==> src/rtl/approx_sub_pipe_pkg.sv <==
// Shared widths and payload types for the pipelined approximate subtractor.
package approx_sub_pipe_pkg;

    localparam int unsigned DATA_W   = 24;
    localparam int unsigned PREC_W   = 8;
    localparam int unsigned APPROX_W = 16;

    // Operand payload captured by stage 1
    typedef struct packed {
        logic [DATA_W-1:0] a;
        logic [DATA_W-1:0] b;
        logic              borrow_in;
        logic              exact_mode;
    } stage_t;

endpackage

==> src/rtl/approx_sub_core.sv <==
// Combinational core: produces both the approximate and the exact 24-bit difference.
module approx_sub_core
    import approx_sub_pipe_pkg::*;
(
    input  logic [DATA_W-1:0] a,
    input  logic [DATA_W-1:0] b,
    input  logic              borrow_in,
    output logic [DATA_W-1:0] approx_diff,
    output logic              approx_borrow,
    output logic [DATA_W-1:0] exact_diff,
    output logic              exact_borrow
);

    localparam int unsigned HI_W  = PREC_W + 1;
    localparam int unsigned SUM_W = DATA_W + 1;

    logic [DATA_W-1:0] b_inv;
    logic              carry_in;
    logic              c_lo;
    logic [HI_W-1:0]   hi_sum;
    logic [SUM_W-1:0]  full_sum;

    // Subtraction as a + ~b + ~borrow_in; the low part uses the OR approximation
    always_comb begin
        b_inv    = ~b;
        carry_in = ~borrow_in;
        c_lo     = a[APPROX_W-1] & b_inv[APPROX_W-1];
        hi_sum   = HI_W'(a[DATA_W-1:APPROX_W]) + HI_W'(b_inv[DATA_W-1:APPROX_W])
                 + HI_W'(carry_in);
        full_sum = SUM_W'(a) + SUM_W'(b_inv) + SUM_W'(carry_in);

        approx_diff   = {hi_sum[PREC_W-1:0], a[APPROX_W-1:0] | b_inv[APPROX_W-1:0]};
        approx_borrow = ~(hi_sum[PREC_W] | c_lo);
        exact_diff    = full_sum[DATA_W-1:0];
        exact_borrow  = ~full_sum[DATA_W];
    end

endmodule

==> src/rtl/approx_sub_pipe.sv <==
// Two-stage valid/ready approximate subtractor with per-transaction exact override
// and a saturating counter of results that differ from the exact difference.
module approx_sub_pipe
    import approx_sub_pipe_pkg::*;
#(
    parameter int unsigned ERR_W = 16
) (
    input  logic              clk,
    input  logic              rst,
    input  logic              in_valid,
    output logic              in_ready,
    input  logic [DATA_W-1:0] a,
    input  logic [DATA_W-1:0] b,
    input  logic              borrow_in,
    input  logic              exact_mode,
    output logic              out_valid,
    input  logic              out_ready,
    output logic [DATA_W-1:0] diff,
    output logic              borrow_out,
    output logic [ERR_W-1:0]  err_count,
    input  logic              err_clr
);

    logic              s1_valid;
    stage_t            s1_q;
    logic              s2_valid;
    logic              s2_mis;
    logic              s2_move;
    logic              out_fire;

    logic [DATA_W-1:0] approx_diff;
    logic              approx_borrow;
    logic [DATA_W-1:0] exact_diff;
    logic              exact_borrow;

    // Handshake: a stalled output freezes stage 2, which in turn freezes a full stage 1
    always_comb begin
        s2_move  = ~s2_valid | out_ready;
        in_ready = ~s1_valid | s2_move;
        out_fire = s2_valid & out_ready;
    end

    always_ff @(posedge clk) begin
        if (rst) begin
            s1_valid <= 1'b0;
            s1_q     <= '0;
        end else if (in_ready) begin
            s1_valid <= in_valid;
            if (in_valid) begin
                s1_q <= '{a: a, b: b, borrow_in: borrow_in, exact_mode: exact_mode};
            end
        end
    end

    approx_sub_core u_core (
        .a             (s1_q.a),
        .b             (s1_q.b),
        .borrow_in     (s1_q.borrow_in),
        .approx_diff   (approx_diff),
        .approx_borrow (approx_borrow),
        .exact_diff    (exact_diff),
        .exact_borrow  (exact_borrow)
    );

    always_ff @(posedge clk) begin
        if (rst) begin
            s2_valid   <= 1'b0;
            s2_mis     <= 1'b0;
            diff       <= '0;
            borrow_out <= 1'b0;
        end else if (s2_move) begin
            s2_valid <= s1_valid;
            if (s1_valid) begin
                diff       <= s1_q.exact_mode ? exact_diff : approx_diff;
                borrow_out <= s1_q.exact_mode ? exact_borrow : approx_borrow;
                s2_mis     <= ~s1_q.exact_mode
                            & ({approx_borrow, approx_diff} != {exact_borrow, exact_diff});
            end
        end
    end

    assign out_valid = s2_valid;

    // Clear has priority; the count sticks at all-ones
    always_ff @(posedge clk) begin
        if (rst || err_clr) begin
            err_count <= '0;
        end else if (out_fire && s2_mis && !(&err_count)) begin
            err_count <= err_count + ERR_W'(1);
        end
    end

endmodule

==> config.mk <==
export PLATFORM = sky130hd
export DESIGN_NAME = approx_sub_pipe
export DESIGN_NICKNAME = d
export VERILOG_FILES = /design/src/rtl/approx_sub_pipe_pkg.sv /design/src/rtl/approx_sub_core.sv /design/src/rtl/approx_sub_pipe.sv
export SDC_FILE = /design/constraint.sdc
export NUM_CORES = 1
export LEC_CHECK = 0
export ABC_AREA = 1
export CAP_MARGIN = 20
export CORE_ASPECT_RATIO = 1.1
export CORE_UTILIZATION = 54
export DETAILED_ROUTE_END_ITERATION = 6
export GPL_TIMING_DRIVEN = 1
export PLACE_DENSITY = 0.81
export SETUP_SLACK_MARGIN = 0.15
export SLEW_MARGIN = 20
export SYNTH_ARGS = -nofsm -noshare
export SYNTH_HDL_FRONTEND = slang
export SYNTH_SLANG_ARGS = --single-unit
export TNS_END_PERCENT = 20
==> constraint.sdc <==
create_clock -name clk -period 3 [get_ports clk]
set_input_delay 0.3 -clock clk [delete_from_list [all_inputs] [get_ports clk]]
set_output_delay 0.3 -clock clk [all_outputs]
set_load 0.01 [all_outputs]
==> results.toml <==
[clock_tree]
clkSinkCount = 94
ctsResizeCount = 0
ctsHtreeMaxLevel = 3
tritoncts = "built"
clk_latency_ns = 0.35
clk_pin_slew_worst_paths_ns = 0.06
postCtsSetupRepairBufs = 0
cts_buffer_depth = 2
cts_made_buffers = 9
root_buffer = "clkbuf_16"
ctsHoldBuffers = 0

[timing]
slew_violations = 0
finalSetupTns_ns = 0
setup_viol_count_final = 0
timing.fmax_mhz = 384.2
holdWs_ns = 0.4636
rsz0062_at_grt = "no"
finalCritPeriodShare = 0.8677
period_minus_slack_ns = 2.603
slew_headroom = 0.6275
worst_slew_pin_slew_ns = 0.5529
skew_ns = 0.008189
hold_viol = 0

[floorplan]
die_w_um = 102.7
ios = 98
die_h_um = 112.7
core_um2 = 10910
fp-row-count = 40
dieArea_um2 = 11570
floorplan.initialDensity = 0.5517

[pwr]
combPwrFrac = 0.307
p_int_uw = 2734
switching_power_uw = 1274
power.density_nw_per_um2 = 534.7
p_seq_frac = 0.343
p_sw_frac = 0.3179
p_leak_uw = 0.003299
p_clk_frac = 0.350
peakVddDrop_mv = 0.3248

[flow_run]
drv_cap = 0

[grt]
use_met1 = 0.3477
grt_busiest_layer = "met2"
use_met3 = 0.04818
grt.met2_usage = 0.4542
antenna_found_initial = 0
grt_usage = 0.2711
grt_pass1_vias = 5460
grt.overflow.total = 0
grt_max_degree = 53
grt_pass1_wl_um = 24610

[detailed_routing]
firstDrtPassIters = 7
drtIter0Drc = 382
post-route-drc-count = 1
via_count = 6062
ant_nets = 0
drt_wl_total_um = 15340
via_per_inst = 5.350
detail_route.wl_per_cell_um = 13.54

[synthesis]
netlist.top_cell.by_area = "dfxtp_1"
seq_area_frac_synth = 0.3126
synth_top_area_share = 0.3126
synth.distinct_cells = 41
ys_top_cells_by_area = "dfxtp_1 (31%), nand2_1 (12%), ha_1 (8.3%)"
synth_area_per_cell_um2 = 6.756
synth.net_count = 990
syn_inst = 891
syn_area_um2 = 6020
ys_warn_count = 0
ys_seq_elements = 94

[worst_setup_path]
cp-start-kind = "flop"
timing_worst_setup_path_type = "flop to flop"
rr_worst_depth = 19
arrival_ns = 2.83
cp-end-kind = "flop"
worstPathRequired_ns = 3.23
critPathMaxFanout = 4

[placement]
place_congestion = 0.9224
io_buffers = 97
place_hpwl_um = 12050

[outcome]
violations = "design-rule violations"
outcome = "finished, violations left"

[finish]
areaGrowthSynthToFinish_pct = 24.51
nets = 1080
final_util = 0.6869
drive_above_1_share = 0.07099
antenna_cells = 0

[min_path]
hold_path_depth = 2
hp-class = "flop to flop"
==> final timing paths <==
path | from | endpoint | slack (ns)
worst max-delay path | s1_q[26] | s2_mis | 0.40
worst min-delay path | diff[21] | diff[21] | 0.46
worst max register to register | s1_q[26] | s2_mis | 0.40
worst min register to register | diff[21] | diff[21] | 0.46
==> worst max-delay path, stage by stage (launching register included) <==
cell	delay (ns)
dfxtp_1	0.31
inv_1	0.07
fa_1	0.40
inv_1	0.16
fa_1	0.28
nand3_1	0.11
nand3_1	0.15
nand2_1	0.09
nand2_1	0.10
nand2_1	0.09
nand2_1	0.09
nand2_1	0.07
nand3_1	0.08
nand2_1	0.05
nor2_1	0.10
nand2_1	0.06
nor2_1	0.10
nand2_1	0.07
nand3_2	0.06
a21oi_2	0.05
==> cells by family (layout without fill, tap and decap cells) <==
family / Yosys count / after routing / synth area share
XOR/XNOR: 21 / 21 / 0.03534
adder cells (fa/ha/maj): 44 / 44 / 0.09645
flip-flops: 94 / 94 / 0.3126
buffers and inverters: 159 / 254 / 0.1025
AO/OA/AOI/OAI: 200 / 200 / 0.1775
AND/OR/NAND/NOR: 373 / 373 / 0.2756
==> area by class of cell <==
class / count / area [µm²]
clock inverter: 6 / 132.6
fill: 990 / 3416
multi-input combinational: 638 / 3523
timing repair buffer: 106 / 1039
sequential: 94 / 1882
inverter: 132 / 495.5
tap: 147 / 183.9
clock buffer: 10 / 239.0
==> routing by layer <==
layer / up-vias / share of wire
li1: 3095 / -
met1: 2705 / 0.44
met2: 233 / 0.47
met3: 29 / 0.066
met4: 0 / 0.020
met5: - / 0
==> placed cells by master, fill, tap and decap left out, types with 2 or more instances in the layout <==
master	instances
nand3_1	72
a21oi_1	96
nor2_1	58
nor3_1	10
a31oi_1	14
o211ai_1	4
nor3_2	2
bufinv_16	4
xor2_1	15
a311oi_1	2
nand4_1	6
fa_1	4
o21ai_0	73
ha_1	40
buf_4	9
o21a_1	3
dfxtp_1	94
inv_1	125
nor2_2	8
clkbuf_16	9
nand2_2	20
inv_2	5
nand3_2	7
clkdlybuf4s50_1	97
a21oi_2	2
nand2_1	184
xnor2_1	4
clkinv_1	2
nand3b_1	2
==> power by group through the flow <==
stage          Combinational, µW  Sequential, µW  Clock (µW)
2_1_floorplan                842            1410           0
6_report                    1230            1380        1400
4_1_cts                     1210            1380        1410
3_3_place_gp                1180            1400           0
3_5_place_dp                1200            1400           0
5_1_grt                     1370            1380        1460
==> synthesized netlist by cell type <==
library cell / count
nand2_1: 185
or2_2: 1
clkinv_1: 2
o31ai_1: 1
a32oi_1: 1
ha_1: 40
a31oi_1: 14
nor2_1: 58
nor3_1: 10
fa_1: 4
inv_2: 5
nand4_1: 6
dfxtp_1: 94
xor3_1: 1
xor2_1: 15
nor3_2: 2
o211ai_1: 4
a21oi_2: 2
inv_1: 125
nor4_1: 1
nand3_2: 7
and2_1: 1
clkbuf_1: 19
buf_6: 2
nand2_2: 19
nand3_1: 72
a311oi_1: 2
a221oi_1: 1
o21a_1: 3
a21oi_1: 96
nand3b_1: 2
nor2_2: 8
and3_1: 1
o21ai_0: 73
buf_1: 2
a211oi_1: 1
buf_2: 4
xnor2_1: 4
xnor3_1: 1
o21bai_1: 1
a22oi_1: 1
==> metrics by stage <==
step / setup WS, ns / instances / total power, µW / area (µm²)
after detailed placement: 0.4591 / 1117 / 2599 / 7123
final: 0.3970 / 1133 / 4008 / 7495
after global placement: 0.5385 / 1117 / 2577 / 7123
after floorplan: 0.7003 / 891 / 2250 / 6020
after CTS: 0.4125 / 1133 / 3991 / 7495
after global routing: 0.2062 / 1133 / 4211 / 7495
==> sequential cells by signal, summed over array words and instances, names as in the netlist <==
register / count
s1_valid: 1
borrow_out: 1
s1_q: 50
s2_mis: 1
err_count: 16
diff: 24
out_valid: 1
(Power assumes the default switching activity.)
